File: config.mk
export PLATFORM = sky130hd
export DESIGN_NAME = temporal_gemm_unit
export DESIGN_NICKNAME = d
export VERILOG_FILES = /design/src/rtl/temporal_gemm_unit.sv
export SDC_FILE = /design/constraint.sdc
export NUM_CORES = 1
export LEC_CHECK = 0
export ABC_AREA = 1
export CAP_MARGIN = 30
export CORE_MARGIN = 2
export CORE_UTILIZATION = 46
export DETAILED_ROUTE_END_ITERATION = 10
export PLACE_DENSITY_LB_ADDON = 0.05
export SYNTH_ARGS = -nofsm -noshare
export SYNTH_HDL_FRONTEND = slang
export SYNTH_SLANG_ARGS = --single-unit
File: constraint.sdc
create_clock -name clk -period 5.94 [get_ports clk]
set_input_delay 1.188 -clock clk [delete_from_list [all_inputs] [get_ports clk]]
set_output_delay 1.188 -clock clk [all_outputs]
set_load 0.02 [all_outputs]
File: src/rtl/temporal_gemm_unit.sv
// temporal_gemm_unit
//   Temporal (unary-stream) GEMM engine computing out = alpha*(A x B) + beta*C.
//   Each B element is consumed as a unary stream: for |B[k][j]| cycles the
//   matching column of A is added (or subtracted, for negative B) into the
//   accumulator, so products cost cycles rather than multipliers. With early
//   termination the stream length is the largest |B| of the captured job.
//
// Ports
//   clk        rising-edge clock
//   reset_n    asynchronous active-low reset; drops any in-flight job
//   start      job request, sampled only while idle
//   A,B,C      operand matrices, captured when start is accepted
//   alpha,beta scale factors, captured when start is accepted
//   out_ready  consumer handshake for out/out_valid
//   busy       high whenever a job is in flight (any state but IDLE)
//   out_valid  result valid, held until out_ready
//   out        result matrix, signed when SIGNED=1, stable while out_valid
module temporal_gemm_unit #(
   parameter  int BIT_WIDTH  = 4,
   parameter  int M          = 2,
   parameter  int K          = 2,
   parameter  int N          = 2,
   parameter  int SIGNED     = 0,
   parameter  int EARLY_TERM = 1,
   localparam int OUT_W      = 3*BIT_WIDTH + $clog2(K) + 1
) (
   input  logic                                clk,
   input  logic                                reset_n,
   input  logic                                start,
   input  logic [M-1:0][K-1:0][BIT_WIDTH-1:0]  A,
   input  logic [K-1:0][N-1:0][BIT_WIDTH-1:0]  B,
   input  logic [M-1:0][N-1:0][BIT_WIDTH-1:0]  C,
   input  logic [BIT_WIDTH-1:0]                alpha,
   input  logic [BIT_WIDTH-1:0]                beta,
   input  logic                                out_ready,
   output logic                                busy,
   output logic                                out_valid,
   output logic [M-1:0][N-1:0][OUT_W-1:0]      out
);

   localparam logic SX = (SIGNED != 0);
   localparam logic ET = (EARLY_TERM != 0);
   // Fixed stream length when early termination is off: covers the full
   // magnitude range of a B element.
   localparam logic [BIT_WIDTH:0] FULL_LEN = SX ? ((BIT_WIDTH+1)'(1) << (BIT_WIDTH-1))
                                                : ((BIT_WIDTH+1)'(1) << BIT_WIDTH);

   typedef enum logic [2:0] {
      S_IDLE, S_PREP, S_STREAM, S_SCALE1, S_SCALE2, S_DONE
   } state_t;

   state_t                               state_q, state_d;
   logic [M-1:0][K-1:0][BIT_WIDTH-1:0]   a_q, a_d;
   logic [K-1:0][N-1:0][BIT_WIDTH-1:0]   b_q, b_d;
   logic [M-1:0][N-1:0][BIT_WIDTH-1:0]   c_q, c_d;
   logic [BIT_WIDTH-1:0]                 alpha_q, alpha_d;
   logic [BIT_WIDTH-1:0]                 beta_q, beta_d;
   logic [BIT_WIDTH:0]                   len_q, len_d;
   logic [BIT_WIDTH:0]                   cnt_q, cnt_d;
   logic [M-1:0][N-1:0][OUT_W-1:0]       acc_q, acc_d;
   logic [M-1:0][N-1:0][OUT_W-1:0]       prod_q, prod_d;
   logic [M-1:0][N-1:0][OUT_W-1:0]       out_q, out_d;

   logic signed [OUT_W-1:0]              sum;
   logic [BIT_WIDTH:0]                   max_mag;

   // Operand widened to OUT_W: sign-extended in signed mode, zero-extended otherwise.
   function automatic logic signed [OUT_W-1:0] ext(input logic [BIT_WIDTH-1:0] x);
      ext = $signed({{(OUT_W-BIT_WIDTH){x[BIT_WIDTH-1] & SX}}, x});
   endfunction

   // Unsigned magnitude; the most negative value maps exactly to 2^(W-1).
   function automatic logic [BIT_WIDTH-1:0] mag(input logic [BIT_WIDTH-1:0] x);
      mag = (SX && x[BIT_WIDTH-1]) ? (~x + 1'b1) : x;
   endfunction

   function automatic logic is_neg(input logic [BIT_WIDTH-1:0] x);
      is_neg = SX & x[BIT_WIDTH-1];
   endfunction

   always_comb begin
      state_d = state_q;
      a_d     = a_q;
      b_d     = b_q;
      c_d     = c_q;
      alpha_d = alpha_q;
      beta_d  = beta_q;
      len_d   = len_q;
      cnt_d   = cnt_q;
      acc_d   = acc_q;
      prod_d  = prod_q;
      out_d   = out_q;
      sum     = '0;
      max_mag = '0;

      case (state_q)
         S_IDLE: begin
            if (start) begin
               a_d     = A;
               b_d     = B;
               c_d     = C;
               alpha_d = alpha;
               beta_d  = beta;
               state_d = S_PREP;
            end
         end

         S_PREP: begin
            for (int k = 0; k < K; k++) begin
               for (int j = 0; j < N; j++) begin
                  if ({1'b0, mag(b_q[k][j])} > max_mag) max_mag = {1'b0, mag(b_q[k][j])};
               end
            end
            acc_d   = '0;
            cnt_d   = '0;
            len_d   = ET ? max_mag : FULL_LEN;
            state_d = (len_d != '0) ? S_STREAM : S_SCALE1;
         end

         S_STREAM: begin
            // One unary step: every B element whose magnitude exceeds the
            // step count still contributes one copy of its A column.
            for (int i = 0; i < M; i++) begin
               for (int j = 0; j < N; j++) begin
                  sum = $signed(acc_q[i][j]);
                  for (int k = 0; k < K; k++) begin
                     if ({1'b0, mag(b_q[k][j])} > cnt_q) begin
                        if (is_neg(b_q[k][j])) sum = sum - ext(a_q[i][k]);
                        else                   sum = sum + ext(a_q[i][k]);
                     end
                  end
                  acc_d[i][j] = sum;
               end
            end
            cnt_d = cnt_q + 1'b1;
            if (cnt_q == len_q - 1'b1) state_d = S_SCALE1;
         end

         S_SCALE1: begin
            for (int i = 0; i < M; i++) begin
               for (int j = 0; j < N; j++) begin
                  prod_d[i][j] = ext(alpha_q) * $signed(acc_q[i][j]);
               end
            end
            state_d = S_SCALE2;
         end

         S_SCALE2: begin
            for (int i = 0; i < M; i++) begin
               for (int j = 0; j < N; j++) begin
                  out_d[i][j] = $signed(prod_q[i][j]) + ext(beta_q) * ext(c_q[i][j]);
               end
            end
            state_d = S_DONE;
         end

         S_DONE: begin
            if (out_ready) state_d = S_IDLE;
         end

         default: state_d = S_IDLE;
      endcase
   end

   always_ff @(posedge clk or negedge reset_n) begin
      if (!reset_n) begin
         state_q <= S_IDLE;
         a_q     <= '0;
         b_q     <= '0;
         c_q     <= '0;
         alpha_q <= '0;
         beta_q  <= '0;
         len_q   <= '0;
         cnt_q   <= '0;
         acc_q   <= '0;
         prod_q  <= '0;
         out_q   <= '0;
      end else begin
         state_q <= state_d;
         a_q     <= a_d;
         b_q     <= b_d;
         c_q     <= c_d;
         alpha_q <= alpha_d;
         beta_q  <= beta_d;
         len_q   <= len_d;
         cnt_q   <= cnt_d;
         acc_q   <= acc_d;
         prod_q  <= prod_d;
         out_q   <= out_d;
      end
   end

   assign busy      = (state_q != S_IDLE);
   assign out_valid = (state_q == S_DONE);
   assign out       = out_q;

endmodule
==> run metrics <==
layout cells sized above 1 0.0707; first-pass GRT wire length 88,100 um; Net count, final 3,387; Crit path buffers/inverters 1; cell mode on critical path nand2_1; Routed WL 50,700 um; GRT Util Overall 0.210; # IOs 118; Inst Count DP 3,561; CTS Root Cell clkbuf_16; initial antenna violation count 0; footprint of the multi-input gates 13,800 um2; pwr dens 577 nW/um2; total CTS buffers 31; Tcrit/Tclk final 0.742; top cells by area, synth dfrtp_1 26%, ha_1 13%, nand2_1 12%; final worst slack 1.53 ns; worst ir drop on vdd 0.327 mV; ys async rst share 1.00; unrepaired setup endpoints after global routing false; Yosys warnings 0; H-tree depth 1; largest net degree at the start of global routing 110; drt wl/cell 14.0 um; placed inst area 24,000 um2; via count 17.8k; Rows 80; DRT iter0 DRCs 805; clock buffer depth 3; Largest stage delay, worst path 0.69 ns; core area 47,700 um2; Starting Density 0.467; Max FO, Critical Path 17; CP endpoint kind register; status complete, no violations; TritonCTS clock tree done; drt drc 0; register bit count reported by yosys 236; cell area after layout 25,100 um2; Worst path top cell family by delay adder cells; Final Setup Violations 0; Netlist cell types 60; Worst-path clk slew 0.06 ns; gpl congestion 0.869; Relative slew margins 0.332; Pins Over Slew Limit 0; # Max-Cap Violations 0; Routed Antenna Nets 0; Vias/cell 4.92; top cell type by total area after synthesis dfrtp_1; CTS resizes 0; Post-Synthesis Net Count 3,316; worst path required time 6.38 ns; hold slack 0.472 ns; Die Y 224 um; Pre-Repair DR Iteration Count 5; Clock Sinks 236; clk_lat worst skew 0.60 ns; syn_area_per_cell 7.66 um2; number of enable flip-flop cells after synthesis 0; Congestion Overflow GR 0; DP HPWL 38,900 um; Arr. time, crit path 4.85 ns; dominant synthesized flop cell dfrtp_1; post-synthesis cell area 22,300 um2; Reg area 5910 um2; crit path max-delay cell type dfrtp_1; Final Hold Fails 0; Synth Instances 2,908; Die ar. 50,200 um2; minimum clock period 4.41 ns; Hold Crit Class reg -> reg; number of fill cells 4,618; synth-to-layout area growth 12.7%; n_diodes 0; die width 224 um; IO Port Bufs 117; CTS Hold Buffers Added 0; P_leak 13.7 nW; CP Launch Type register; Clock Skews 0.00943 ns; crit-path cells nand2_1 -> fa_1 -> fa_1 -> inv_1 -> ha_1 -> nand3_1 -> nand3_1 -> nand2_1 -> nand2_1 -> a21oi_1 -> xnor2_1 -> ha_1 -> nand2_1 -> o21ai_0 -> nand3_1 -> nor2_1 -> xnor2_1 -> o21ai_0; pre-CTS setup slack 1.51 ns; number of global-route vias before repair 17.7k; register area share after synthesis 0.265; achievable frequency 227 MHz; critical path class reg -> reg; Setup Buffers After CTS 0; post-route insts no fill 3,615; top cell type's share of synthesized area 0.265; Worst Tran Pin Value 1.00 ns; TNS Setup 0 ns
routing by layer:
metal / track usage / wire length [um] / up-vias
li1: - / - / 9181
met1: 0.313 / 26300 / 8275
met2: 0.328 / 21600 / 272
met3: 0.0230 / 1680 / 58
met4: 0.0477 / 1070 / 0
met5: 0 / 0 / -
sequential cells by signal, summed over array words and instances (netlist names):
| signal | flops |
|---|---|
| a_q | 16 |
| prod_q | 56 |
| len_q | 4 |
| alpha_q | 4 |
| cnt_q | 5 |
| beta_q | 4 |
| out | 56 |
| acc_q | 56 |
| c_q | 16 |
| state_q | 3 |
| b_q | 16 |
cell usage in the layout, fill, tap and decap left out, drive strengths merged, types with 43 or more instances in the layout:
| cell type | count |
|---|---|
| mux2 | 43 |
| fa | 108 |
| nand2 | 740 |
| nand3 | 99 |
| clkdlybuf4s50 | 116 |
| xor2 | 88 |
| nor2 | 145 |
| inv | 588 |
| clkbuf | 44 |
| a21oi | 116 |
| dfrtp | 236 |
| o21ai | 200 |
| xnor2 | 72 |
| ha | 240 |
cell usage after synthesis, types with 9 or more instances:
master,count
nor2_1,123
o21ai_0,177
inv_2,13
o22ai_1,20
nor3_1,21
clkbuf_1,71
nand4_1,18
xor2_1,80
nand3_1,93
nand2_2,19
ha_1,240
xnor2_1,70
a21oi_1,114
mux2_2,43
nor2_2,9
fa_1,108
dfrtp_1,236
buf_2,10
inv_1,573
o21ai_1,20
nor2_4,12
nand2_1,719
layout make-up:
| cell class | instances | share of cell area |
|---|---|---|
| flip-flops and latches | 236 | 0.235 |
| clock inverters | 10 | 0.00693 |
| clock buffers | 44 | 0.0364 |
| well taps | 615 | 0.0306 |
| repair buffers | 136 | 0.0540 |
| multi-input cells | 1986 | 0.549 |
| inverters | 588 | 0.0879 |
report_power, final:
part / total (W) / switching, W / internal [W] / leakage (nW)
registers: 0.00298 / 0.000795 / 0.00219 / 3.05
clock network: 0.00199 / 0.000756 / 0.00124 / 0.530
logic: 0.00952 / 0.00576 / 0.00375 / 10.1
worst min-delay path: stages (launching register included):
cell,delay (ns)
dfrtp_1,0.34
nand2_1,0.05
nand2_1,0.04
final timing paths:
check / start / cells past startpoint / endpoint / slack [ns]
min: out[1]$_DFFE_PN0P_ / 2 / out[1]$_DFFE_PN0P_ / 0.47
max in group asynchronous: reset_n / 2 / a_q[15]$_DFFE_PN0P_ / 4.18
min in group asynchronous: reset_n / 1 / out[0]$_DFFE_PN0P_ / 0.56
max reg2reg: beta_q[0]$_DFFE_PN0P_ / 18 / out[40]$_DFFE_PN0P_ / 1.53
min reg2reg: out[1]$_DFFE_PN0P_ / 2 / out[1]$_DFFE_PN0P_ / 0.47
max: beta_q[0]$_DFFE_PN0P_ / 18 / out[40]$_DFFE_PN0P_ / 1.53
through the flow:
| step | power (W) | util |
|---|---|---|
| 2_1_floorplan | 0.0101 | - |
| 4_1_cts | 0.0146 | 0.526 |
| 3_3_place_gp | 0.0123 | 0.503 |
| 6_report | 0.0145 | 0.526 |
| 5_1_grt | 0.0162 | 0.526 |
| 3_5_place_dp | 0.0125 | 0.503 |
logic make-up (layout without fill, tap and decap cells):
group,count (synthesis),count (layout),share of synthesized area
compound gates,380,380,0.0938
xor+xnor,160,160,0.0673
fa+ha+maj,348,348,0.232
buf+inv,686,778,0.118
flops,236,236,0.265
mux,43,43,0.0217
simple gates,1055,1055,0.203
(Power assumes the default switching activity.)
